`src/rtl/mux_sync_launch.sv`:
```
// Launch side of a mux-ndff clock-domain crossing: captures one word, holds it
// stable on data_out, and frames it with an en_out window of HOLD cycles plus GAP idle cycles.
module mux_sync_launch #(
  parameter int DW   = 8,
  parameter int HOLD = 3,
  parameter int GAP  = 3
) (
  input  logic          clk,
  input  logic          rst,
  input  logic          in_valid,
  input  logic [DW-1:0] in_data,
  output logic          in_ready,
  output logic [DW-1:0] data_out,
  output logic          en_out,
  output logic          busy,
  output logic [15:0]   sent_cnt
);

  typedef enum logic [1:0] {
    S_IDLE = 2'd0,
    S_HOLD = 2'd1,
    S_GAP  = 2'd2
  } state_t;

  localparam logic [3:0] HOLD_M1 = 4'(HOLD - 1);
  localparam logic [3:0] GAP_M1  = 4'(GAP - 1);

  state_t        state_q, state_d;
  logic [3:0]    cnt_q, cnt_d;
  logic          en_q, en_d;
  logic          rdy_q, rdy_d;
  logic [DW-1:0] data_q, data_d;
  logic [15:0]   sent_q, sent_d;
  logic          xfer;

  // rdy_q is only ever set in IDLE, so it alone qualifies the handshake.
  assign xfer = in_valid & rdy_q;

  always_comb begin
    state_d = state_q;
    cnt_d   = cnt_q;
    en_d    = en_q;
    rdy_d   = rdy_q;
    data_d  = data_q;
    sent_d  = sent_q;
    case (state_q)
      S_IDLE: begin
        rdy_d = 1'b1;
        if (xfer) begin
          data_d  = in_data;
          en_d    = 1'b1;
          state_d = S_HOLD;
          cnt_d   = HOLD_M1;
          rdy_d   = 1'b0;
          sent_d  = sent_q + 16'd1;
        end
      end
      S_HOLD: begin
        rdy_d = 1'b0;
        if (cnt_q == 4'd0) begin
          en_d    = 1'b0;
          state_d = S_GAP;
          cnt_d   = GAP_M1;
        end else begin
          cnt_d = cnt_q - 4'd1;
        end
      end
      S_GAP: begin
        rdy_d = 1'b0;
        en_d  = 1'b0;
        if (cnt_q == 4'd0) begin
          state_d = S_IDLE;
          rdy_d   = 1'b1;
        end else begin
          cnt_d = cnt_q - 4'd1;
        end
      end
      default: begin
        state_d = S_IDLE;
        en_d    = 1'b0;
        rdy_d   = 1'b0;
        cnt_d   = 4'd0;
      end
    endcase
  end

  always_ff @(posedge clk or posedge rst) begin
    if (rst) begin
      state_q <= S_IDLE;
      cnt_q   <= 4'd0;
      en_q    <= 1'b0;
      rdy_q   <= 1'b0;
      data_q  <= '0;
      sent_q  <= 16'd0;
    end else begin
      state_q <= state_d;
      cnt_q   <= cnt_d;
      en_q    <= en_d;
      rdy_q   <= rdy_d;
      data_q  <= data_d;
      sent_q  <= sent_d;
    end
  end

  assign in_ready = rdy_q;
  assign data_out = data_q;
  assign en_out   = en_q;
  assign busy     = (state_q != S_IDLE);
  assign sent_cnt = sent_q;

endmodule

```
`config.mk`:
```
export PLATFORM = sky130hd
export DESIGN_NAME = mux_sync_launch
export DESIGN_NICKNAME = d
export VERILOG_FILES = /design/src/rtl/mux_sync_launch.sv
export SDC_FILE = /design/constraint.sdc
export NUM_CORES = 1
export LEC_CHECK = 0
export ABC_AREA = 1
export BUFFER_PORTS_ARGS = -buffer_cell sky130_fd_sc_hd__buf_2
export CAP_MARGIN = 0
export CORE_UTILIZATION = 51
export DETAILED_ROUTE_END_ITERATION = 12
export GPL_TIMING_DRIVEN = 0
export PLACE_DENSITY = 0.89
export SLEW_MARGIN = 10
export SYNTH_ARGS = -nofsm -noshare
export SYNTH_HDL_FRONTEND = slang
export SYNTH_SLANG_ARGS = --single-unit
```
`constraint.sdc`:
```
create_clock -name clk -period 2.1 [get_ports clk]
set_clock_uncertainty 0.2 [all_clocks]
set_input_delay 0.315 -clock clk [delete_from_list [all_inputs] [get_ports clk]]
set_output_delay 0.315 -clock clk [all_outputs]
set_load 0.005 [all_outputs]
```
==> results.md, run 1 <==
* Top cell type by total area after synthesis: dfrtp_1
* Post-DP HPWL at 2100 um
* Total track usage at 0.226
* Most frequent cell after synthesis: nand2_1
* CTS buffer count at 5
* Int Power at 0.00128 W
* Max-cap violations at 0
* Status: finished, violations left
* CTS-repair resized insts at 0
* Root Driver: clkbuf_4
* Mux contribution to synthesized area at 0
* Xor/xnor share of the synthesized area at 0.0566
* Final setup margin at 0.397 ns
* Maximum number of pins on one net before global-route repair at 33
* Synthesized Nets at 194
* Net count, final at 247
* Hold Path Cell Cnt at 4
* Synth Area in Simple Gates at 0.301
* RR Startpoint: cnt_q[0]
* First-pass GRT wire length at 5500 um
* DRT Pass-1 Iters at 9
* Drt total wl at 3140 um
* Setup violators final at 0
* Reg2reg end: cnt_q[3]
* Worst path arrival time at 1.72 ns
* Port bufs at 37
* Compound-cell area share of the yosys netlist at 0.0428
* Worst IR drop on VDD at 0.692 mV
* Synth top area share at 0.517
* GRT overflow at 0
* Critical path endpoint category: flop
* Worst slew margin at 0.564
* Min Tclk post-route at 1.70 ns
* Comb power frac at 0.360
* Proportion of power drawn by the clock network at 0.182
* Crit Path Category: reg -> reg
* Worst-case reg-to-reg path depth at 6
* RSZ-0062 raised after global routing: false
* Final TNS setup at 0 ns
* Die Y at 57.1 um
* Crit path to: cnt_q[3]
* Synth top area cells: dfrtp_1 52%, nand2_1 15%, inv_1 5.3%
* Longest Clk Path Bufs at 2
* Avg Inst Size Synth at 8.55 um^2
* Yosys warning total at 0
* Reg clk slew, reported paths at 0.10 ns
* Vias in the first global route at 1177
* Initial DRC Count at 28
* Cell Pwr Density at 1060 nW/um^2
* Fin crit share at 0.811
* Leakage power at 1.04 nW
* Worst reg2reg setup slack at 0.40 ns
* Net Sw Frac at 0.375
* Worst Setup Start Kind: flop
* GP Congestion at 0.798
* Hold violation count in the final report at 0
* Post-route ant nets at 0
* Initial antenna violation count at 0
* Htree depth at 2
* # IOs at 38
* Maximum fanout along the worst path at 7
* Worst path cell trace: inv_1 -> ha_1 -> nand3_1 -> inv_1 -> a21boi_0 -> o21ai_0
* Clock Sinks at 32
* Cell mode on critical path: inv_1
* Chip Width at 57.1 um
* Buf/Inv on CP at 2
* DRC viols at 2
* Critical path depth at 6
* Mapped Area at 1550 um^2
* Area growth syn-to-layout at 24.3%
* Max stage delay on crit path at 0.38 ns
* DIE AREA at 3260 um^2
* CTS tree: yes
* Number of flops mapped to enable cells by yosys at 0
* CP max stage cell: dfrtp_1
* Synth Flop Type: dfrtp_1
* Adder-cell share of the synthesized area at 0.0162
* Ratio of cells with drive above 1 in the final layout at 0.247
* Ys async rst share at 1.00
* Final Max Tran Viols at 0
* Max Freq at 587 MHz
* Syn Inst Count at 181
* Place WS at 0.421 ns
* Most frequent cells after synthesis: 62 x nand2_1, 32 x dfrtp_1, 22 x inv_1
* P_sw at 0.000766 W
* Total chip power at 0.00204 W
* Core area at 2810 um^2
* Clock Latency Late Sink at 0.33 ns
* Hold Crit Class: in -> reg
* Sequential share of the synthesized area at 0.517
* Standard-cell rows at 19
* Worst-Margin Slew at 0.653 ns
* Initial core utilization at 0.552
* Drt wl/cell at 11.8 um
* CP delay by family, top: flip-flops
* Crit. Startpoint: cnt_q[0]
* Flop pwr share at 0.457
* Required time of the critical path at 2.11 ns
* Vias/cell at 4.92
* Diode count at 0
* Vias at 1309
* Register bit count reported by yosys at 32
* Synth unique cells at 26
* Largest family of logic cells by synthesized area: simple AND/OR/NAND/NOR gates
* Failing checks: DRC
## kinds of logic (layout without fill, tap and decap cells)
logic type,Yosys count,count (layout)
compound gates,11,11
xor+xnor,10,10
fa+ha+maj,2,2
buf+inv,25,79
flops,32,32
simple gates,101,101
## worst reg2reg max path: stages (launching register included)
cell and delay, ns:
dfrtp_1 0.38, inv_1 0.08, ha_1 0.23, nand3_1 0.24
inv_1 0.10, a21boi_0 0.24, o21ai_0 0.11
## through the flow
stage | hold slack [ns] | instances | instance area [um^2] | util
final | 0.229 | 266 | 1920 | 0.686
after global routing | 0.272 | 266 | 1920 | 0.686
after CTS | 0.121 | 265 | 1910 | 0.682
after detailed placement | 0.269 | 249 | 1770 | 0.632
after global placement | 0.261 | 249 | 1770 | 0.632
after floorplan | 0.225 | 181 | 1550 | -
## timing repair
| action | in CTS | in global routing |
|---|---|---|
| setup buffers | 0 | 0 |
| hold endpoints to repair | 8 | 32 |
| hold buffers | 8 | 1 |
## worst min-delay path by stage
| stage | start | end |
|---|---|---|
| floorplan | in_data[0] | data_out[0] |
| global placement | data_out[2] | data_out[2] |
| detailed placement | data_out[4] | data_out[4] |
| CTS | rst | sent_cnt[14] |
| global route | in_valid | sent_cnt[2] |
| finish | in_valid | in_ready |
## power groups by stage
| stage | Clock [W] | Sequential, W | Combinational [W] |
|---|---|---|---|
| 2_1_floorplan | 0 | 0.000933 | 0.000471 |
| 3_3_place_gp | 0 | 0.000933 | 0.000690 |
| 3_5_place_dp | 0 | 0.000935 | 0.000720 |
| 4_1_cts | 0.000379 | 0.000930 | 0.000732 |
| 5_1_grt | 0.000412 | 0.000960 | 0.000841 |
| 6_report | 0.000373 | 0.000934 | 0.000736 |
## registers in the layout, summed over array words and instances (netlist names)
name,cells
cnt_q,4
sent_cnt,16
in_ready,1
en_out,1
data_out,8
state_q,2
## cell usage in the layout, fill, tap and decap left out, drive strengths merged
cell          n
clkinvlp      1
o21ai         7
a21boi        1
inv          23
dlygate4sd3   9
ha            2
nor3          3
dfrtp        32
a21oi         1
nand3b        2
buf          39
nand3        11
o22ai         1
nor2         17
nand4         4
nand2        64
clkbuf        7
o221ai        1
xnor2         6
xor2          4
## layer usage
metal / share of wire / vias up / wire length, um / GRT usage
met5: 0 / - / 0 / 0
met4: 0.016 / 0 / 51 / 0.0906
met3: 0.047 / 7 / 147 / 0.0680
met2: 0.46 / 32 / 1430 / 0.334
met1: 0.48 / 598 / 1510 / 0.314
li1: - / 672 / - / -
## layout make-up
| type | count | area (um^2) |
|---|---|---|
| Buffer | 2 | 16.3 |
| Clock buffer | 7 | 55.1 |
| Clock inverter | 1 | 7.51 |
| Fill cell | 229 | 881 |
| Inverter | 23 | 86.3 |
| Multi-Input combinational cell | 124 | 644 |
| Sequential cell | 32 | 801 |
| Tap cell | 31 | 38.8 |
| Timing Repair Buffer | 46 | 275 |
Note: power is estimated with default switching activity, not from simulation.
==> inputs of run 2 (changes only) <==
--- a/config.mk
+++ b/config.mk
@@ -5,13 +5,13 @@
 export SDC_FILE = /design/constraint.sdc
 export NUM_CORES = 1
 export LEC_CHECK = 0
-export ABC_AREA = 1
+export ABC_AREA = 0
 export BUFFER_PORTS_ARGS = -buffer_cell sky130_fd_sc_hd__buf_2
 export CAP_MARGIN = 0
-export CORE_UTILIZATION = 51
+export CORE_UTILIZATION = 47
 export DETAILED_ROUTE_END_ITERATION = 12
 export GPL_TIMING_DRIVEN = 0
-export PLACE_DENSITY = 0.89
+export PLACE_DENSITY = 0.87
 export SLEW_MARGIN = 10
 export SYNTH_ARGS = -nofsm -noshare
 export SYNTH_HDL_FRONTEND = slang
==> constraint.sdc (replaced) <==
create_clock -name clk -period 1.5 [get_ports clk]
set_clock_uncertainty 0.2 [all_clocks]
set_input_delay 0.225 -clock clk [delete_from_list [all_inputs] [get_ports clk]]
set_output_delay 0.225 -clock clk [all_outputs]
set_load 0.005 [all_outputs]
==> results.md, run 2 <==
* Max stage delay on crit path at 0.41 ns
* Synth Flop Type: dfrtp_1
* Final TNS setup at -3.73 ns
* Most frequent cells after synthesis: 32 x dfrtp_1, 10 x xnor2_1, 9 x mux2_2
* Ratio of cells with drive above 1 in the final layout at 0.547
* Most frequent cells in the layout: 37 x buf_2, 29 x dfrtp_1, 20 x buf_4
* Synthesized Nets at 138
* Most common cell after layout, fill and taps aside: buf_2
* CTS buffer count at 5
* Vias in the first global route at 1280
* Worst reg2reg setup slack at -0.23 ns
* Fillers at 205
* Maximum fanout along the worst path at 5
* First-pass GRT wire length at 6250 um
* Worst path arrival time at 1.78 ns
* Initial core utilization at 0.497
* Met2 Track Usage GR at 0.407
* Max Freq at 578 MHz
* Critical path endpoint category: flop
* Synth top area cells: dfrtp_1 53%, mux2_2 6.7%, xnor2_1 5.8%
* Worst slew margin at 0.558
* Failing checks: setup timing
* Total track usage at 0.245
* Syn Inst Count at 125
* Placed cells at 206
* Final setup margin at -0.229 ns
* Net count, final at 213
* Number of flops mapped to enable cells by yosys at 0
* Clock Sinks at 32
* Worst Setup Start Kind: flop
* M3 GR Usage at 0.0637
* Area of the multi-input gates at 793 um^2
* Yosys warning total at 0
* Ys async rst share at 1.00
* Register area at 805 um^2
* Worst-Margin Slew at 0.661 ns
* Vias/cell at 5.23
* Place WS at -0.283 ns
* CP delay by family, top: simple AND/OR/NAND/NOR gates
* Diode count at 0
* Fin crit share at 1.15
* Final Util at 0.739
* Htree depth at 2
* CP max stage cell: dfrtp_2
* Met1 GRT Util at 0.311
* Max-cap violations at 0
* Drt wl/cell at 17.0 um
* GRT overflow at 0
* Setup violators final at 30
* Top cell type by total area after synthesis: dfrtp_1
* Design area at 2260 um^2
* Initial antenna violation count at 0
* Status: finished, violations left
* Chip Width at 58.8 um
* Drt total wl at 4170 um
* Min Tclk post-route at 1.73 ns
* Buf/Inv on CP at 1
* Avg Inst Size Synth at 12.1 um^2
* Post-DP HPWL at 2180 um
* Post-route ant nets at 0
* Reg clk slew, reported paths at 0.11 ns
* Vias at 1281
* Leakage power at 1.13 nW
* # IOs at 38
* Hold Crit Class: in -> reg
* Port bufs at 37
* RSZ-0062 raised after global routing: true
* Busiest grt layer: met2
* GP Congestion at 0.739
* DRT Pass-1 Iters at 4
* Initial DRC Count at 43
* Hold violation count in the final report at 0
* Die Y at 58.8 um
* Clock Latency Late Sink at 0.34 ns
* Standard-cell rows at 20
* Finished Layout Cells at 245
* Root Driver: clkbuf_4
* Worst path cell trace: and4bb_4 -> buf_4 -> nand4_4 -> nor4_4 -> xor2_1
* Sequential share of the synthesized area at 0.528
* Synth unique cells at 33
* Area of placed instances at 1810 um^2
* Worst IR drop on VDD at 0.905 mV
* Required time of the critical path at 1.55 ns
* Register bit count reported by yosys at 32
* Cell Pwr Density at 1750 nW/um^2
* DRC viols at 0
* Longest Clk Path Bufs at 2
* DIE AREA at 3460 um^2
* Synth top area share at 0.528
* Final Max Tran Viols at 0
* Most frequent cell after synthesis: dfrtp_1
* Area growth syn-to-layout at 48.8%
* Core area at 3050 um^2
* CTS tree: yes
* Mapped Area at 1520 um^2
* Maximum number of pins on one net before global-route repair at 33
* Crit Path Category: reg -> reg
* Max reg flops at 16
[run 2: cells by family (layout without fill, tap and decap cells)]
family,count (synthesis),count (layout),share of synthesized area
AOI/OAI and AO/OA,11,11,0.0429
xor gates and xnor gates,17,17,0.0982
adders and majority gates,3,3,0.0231
buffers and inverters,10,86,0.0437
DFF,32,32,0.528
muxes,10,10,0.0734
and+or+nand+nor,42,42,0.191
[run 2: layer usage]
layer,share of wire,vias up
li1,-,582
met1,0.41,643
met2,0.52,46
met3,0.045,10
met4,0.023,0
met5,0,-
[run 2: repair_timing]
action	in CTS	in global routing
endpoints found under the hold margin	8	32
gates resized for setup	14	19
endpoints found under the setup margin	30	33
pin swaps	6	9
hold buffers	8	1
buffers inserted	14	11
[run 2: worst paths after layout]
path                               from            to  depth (start not counted)
max in group asynchronous           rst   sent_cnt[2]                          3
setup / recovery             state_q[0]  sent_cnt[14]                          5
hold / removal                 in_valid      cnt_q[3]                          4
min in group asynchronous           rst   data_out[7]                          3
hold reg to reg            sent_cnt[15]  sent_cnt[15]                          1
setup reg to reg             state_q[0]  sent_cnt[14]                          5
[run 2: area by class of cell]
class,count,share of cell area
Clock buffer,8,0.0261
Multi-Input combinational cell,83,0.352
Timing Repair Buffer,71,0.220
Inverter,4,0.00666
Tap cell,44,0.0244
Buffer,3,0.0144
Sequential cell,32,0.357
[run 2: power by group]
group | internal [W] | switching (W)
clock | 0.000231 | 0.000295
sequential | 0.00113 | 0.000258
combinational | 0.00114 | 0.000894
total | 0.00251 | 0.00145
[run 2: worst reg2reg max path, cell delays in order (launching register included)]
cell	delay, ns
dfrtp_2	0.41
and4bb_4	0.37
buf_4	0.13
nand4_4	0.17
nor4_4	0.20
xor2_1	0.17
[run 2: per-stage QoR]
stage                     hold slack [ns]  total power [W]
after floorplan                     0.141          0.00219
after CTS                          0.0210          0.00347
after global routing               0.0999          0.00414
final                              0.0885          0.00395
after global placement              0.252          0.00250
after detailed placement            0.260          0.00260
==> inputs of run 3 (changes only) <==
--- a/config.mk
+++ b/config.mk
@@ -8,10 +8,10 @@
 export ABC_AREA = 0
 export BUFFER_PORTS_ARGS = -buffer_cell sky130_fd_sc_hd__buf_2
 export CAP_MARGIN = 0
-export CORE_UTILIZATION = 47
+export CORE_UTILIZATION = 45
 export DETAILED_ROUTE_END_ITERATION = 12
 export GPL_TIMING_DRIVEN = 0
-export PLACE_DENSITY = 0.87
+export PLACE_DENSITY = 0.84
 export SLEW_MARGIN = 10
 export SYNTH_ARGS = -nofsm -noshare
 export SYNTH_HDL_FRONTEND = slang
==> results.md, run 3 (synthesis results as in run 2) <==
* Status: finished, violations left
* Failing checks: setup timing
* Worst path cell trace: and4bb_4 -> buf_12 -> nand4_1 -> nor3_2 -> xor2_1
* Port bufs at 37
* CTS buffer count at 5
* Die Y at 60.1 um
* Vias in the first global route at 1233
* Chip Width at 60.1 um
* Post-route ant nets at 0
* Fin crit share at 1.11
* RSZ-0062 raised after global routing: true
* Leakage power at 1.11 nW
* CTS tree: yes
* Most common cell after layout, fill and taps aside: buf_2
* Cell Pwr Density at 1660 nW/um^2
* Ratio of cells with drive above 1 in the final layout at 0.526
* Reg clk slew, reported paths at 0.10 ns
* Required time of the critical path at 1.56 ns
* GP Congestion at 0.741
* Worst-Margin Slew at 0.658 ns
* Final Max Tran Viols at 0
* Critical path endpoint category: flop
* Fillers at 232
* Root Driver: clkbuf_4
* Worst slew margin at 0.561
* Min Tclk post-route at 1.66 ns
* Hold Path Cell Cnt at 4
* Core area at 3130 um^2
* Max Freq at 603 MHz
* Maximum fanout along the worst path at 5
* WHS at 0.0604 ns
* Diode count at 0
* GRT overflow at 0
* Initial antenna violation count at 0
* Worst path arrival time at 1.72 ns
* Total track usage at 0.213
* Clock Latency Late Sink at 0.33 ns
* DIE AREA at 3610 um^2
* Setup violators final at 30
* Worst IR drop on VDD at 0.719 mV
* Max stage delay on crit path at 0.39 ns
* Drt total wl at 3660 um
* Met2 Wirelength at 1810 um
* Max reg flops at 16
* Highest Signal Layer: met4
* First-pass GRT wire length at 5580 um
* Area growth syn-to-layout at 45.0%
* Post-DP HPWL at 2140 um
* Initial core utilization at 0.485
* CP max stage cell: dfrtp_1
* CP delay by family, top: simple AND/OR/NAND/NOR gates
* Hold Crit Class: in -> reg
* Maximum number of pins on one net before global-route repair at 33
* Place WS at -0.295 ns
* Htree depth at 2
* Vias at 1207
* Crit Path Category: reg -> reg
* Most frequent cells in the layout: 37 x buf_2, 31 x dfrtp_1, 17 x buf_4
* Worst Setup Start Kind: flop
* Drt wl/cell at 15.2 um
* Clock Sinks at 32
* Register area at 802 um^2
* Hold violation count in the final report at 0
* Final setup margin at -0.158 ns
* Worst-case reg-to-reg path depth at 5
* Wl on met1 at 1610 um
* DRC viols at 0
* Standard-cell rows at 20
* Area of the multi-input gates at 786 um^2
* DRT Pass-1 Iters at 4
* Net count, final at 209
* # IOs at 38
* Vias/cell at 5.03
* Initial DRC Count at 28
* Max-cap violations at 0
* Wire length on met3 at 165 um
* Buf/Inv on CP at 1
* Longest Clk Path Bufs at 2
* Critical path depth at 5
[run 3: cell count changes in the layout (fill, tap and decap cells not counted), sizes merged]
cell / before / now
clkbuf: 9 / 7
buf: 64 / 60
clkinv: 0 / 1
[run 3: worst paths after layout]
| path | endpoint | slack [ns] | startpoint |
|---|---|---|---|
| worst min-delay path | cnt_q[2] | 0.06 | in_valid |
| min in group asynchronous | cnt_q[2] | 0.32 | rst |
| max in group asynchronous | sent_cnt[2] | 0.30 | rst |
| worst max-delay path | sent_cnt[13] | -0.16 | state_q[1] |
| worst min register to register | sent_cnt[15] | 0.28 | sent_cnt[15] |
| worst max register to register | sent_cnt[13] | -0.16 | state_q[1] |
[run 3: worst min-delay path, cell delays in order]
cell,delay (ns)
buf_2,0.11
a211oi_2,0.10
nand2_1,0.07
o21ai_1,0.06
[run 3: metrics by stage]
step	std cells	TNS (ns)	area (um^2)	total power [W]	util
2_1_floorplan	125	-1.94	1570	0.00219	-
3_3_place_gp	206	-3.34	1810	0.00250	0.578
3_5_place_dp	206	-5.23	1810	0.00260	0.578
4_1_cts	232	-3.60	2050	0.00330	0.656
5_1_grt	240	-4.37	2200	0.00387	0.703
6_report	240	-2.46	2200	0.00365	0.703
[run 3: routing by layer]
layer	global-route usage	vias up
met1	0.271	593
met3	0.0779	11
met5	0	-
met2	0.325	30
met4	0.0930	0
li1	-	573
[run 3: repair_timing]
| action | 4_1_cts | 5_1_grt |
|---|---|---|
| setup endpoints to repair | 31 | 33 |
| setup buffers | 11 | 10 |
| hold endpoints to repair | 8 | 32 |
| hold buffers | 8 | 1 |
| pin swaps | 5 | 8 |
| gates resized for setup | 9 | 22 |
[run 3: layout make-up]
| type | instances | share of cell area |
|---|---|---|
| clock buffer | 6 | 0.0188 |
| multi-input combinational | 83 | 0.357 |
| clock inverter | 1 | 0.00228 |
| tap | 44 | 0.0250 |
| sequential | 32 | 0.365 |
| buffer | 3 | 0.0148 |
| inverter | 4 | 0.00683 |
| timing repair buffer | 67 | 0.210 |
[run 3: where the power goes]
group | leakage [nW] | total, W | internal (W) | switching [W]
Clock | 0.0281 | 0.000449 | 0.000172 | 0.000277
Sequential | 0.411 | 0.00137 | 0.00113 | 0.000238
Combinational | 0.666 | 0.00183 | 0.00107 | 0.000765
Total | 1.11 | 0.00365 | 0.00237 | 0.00128
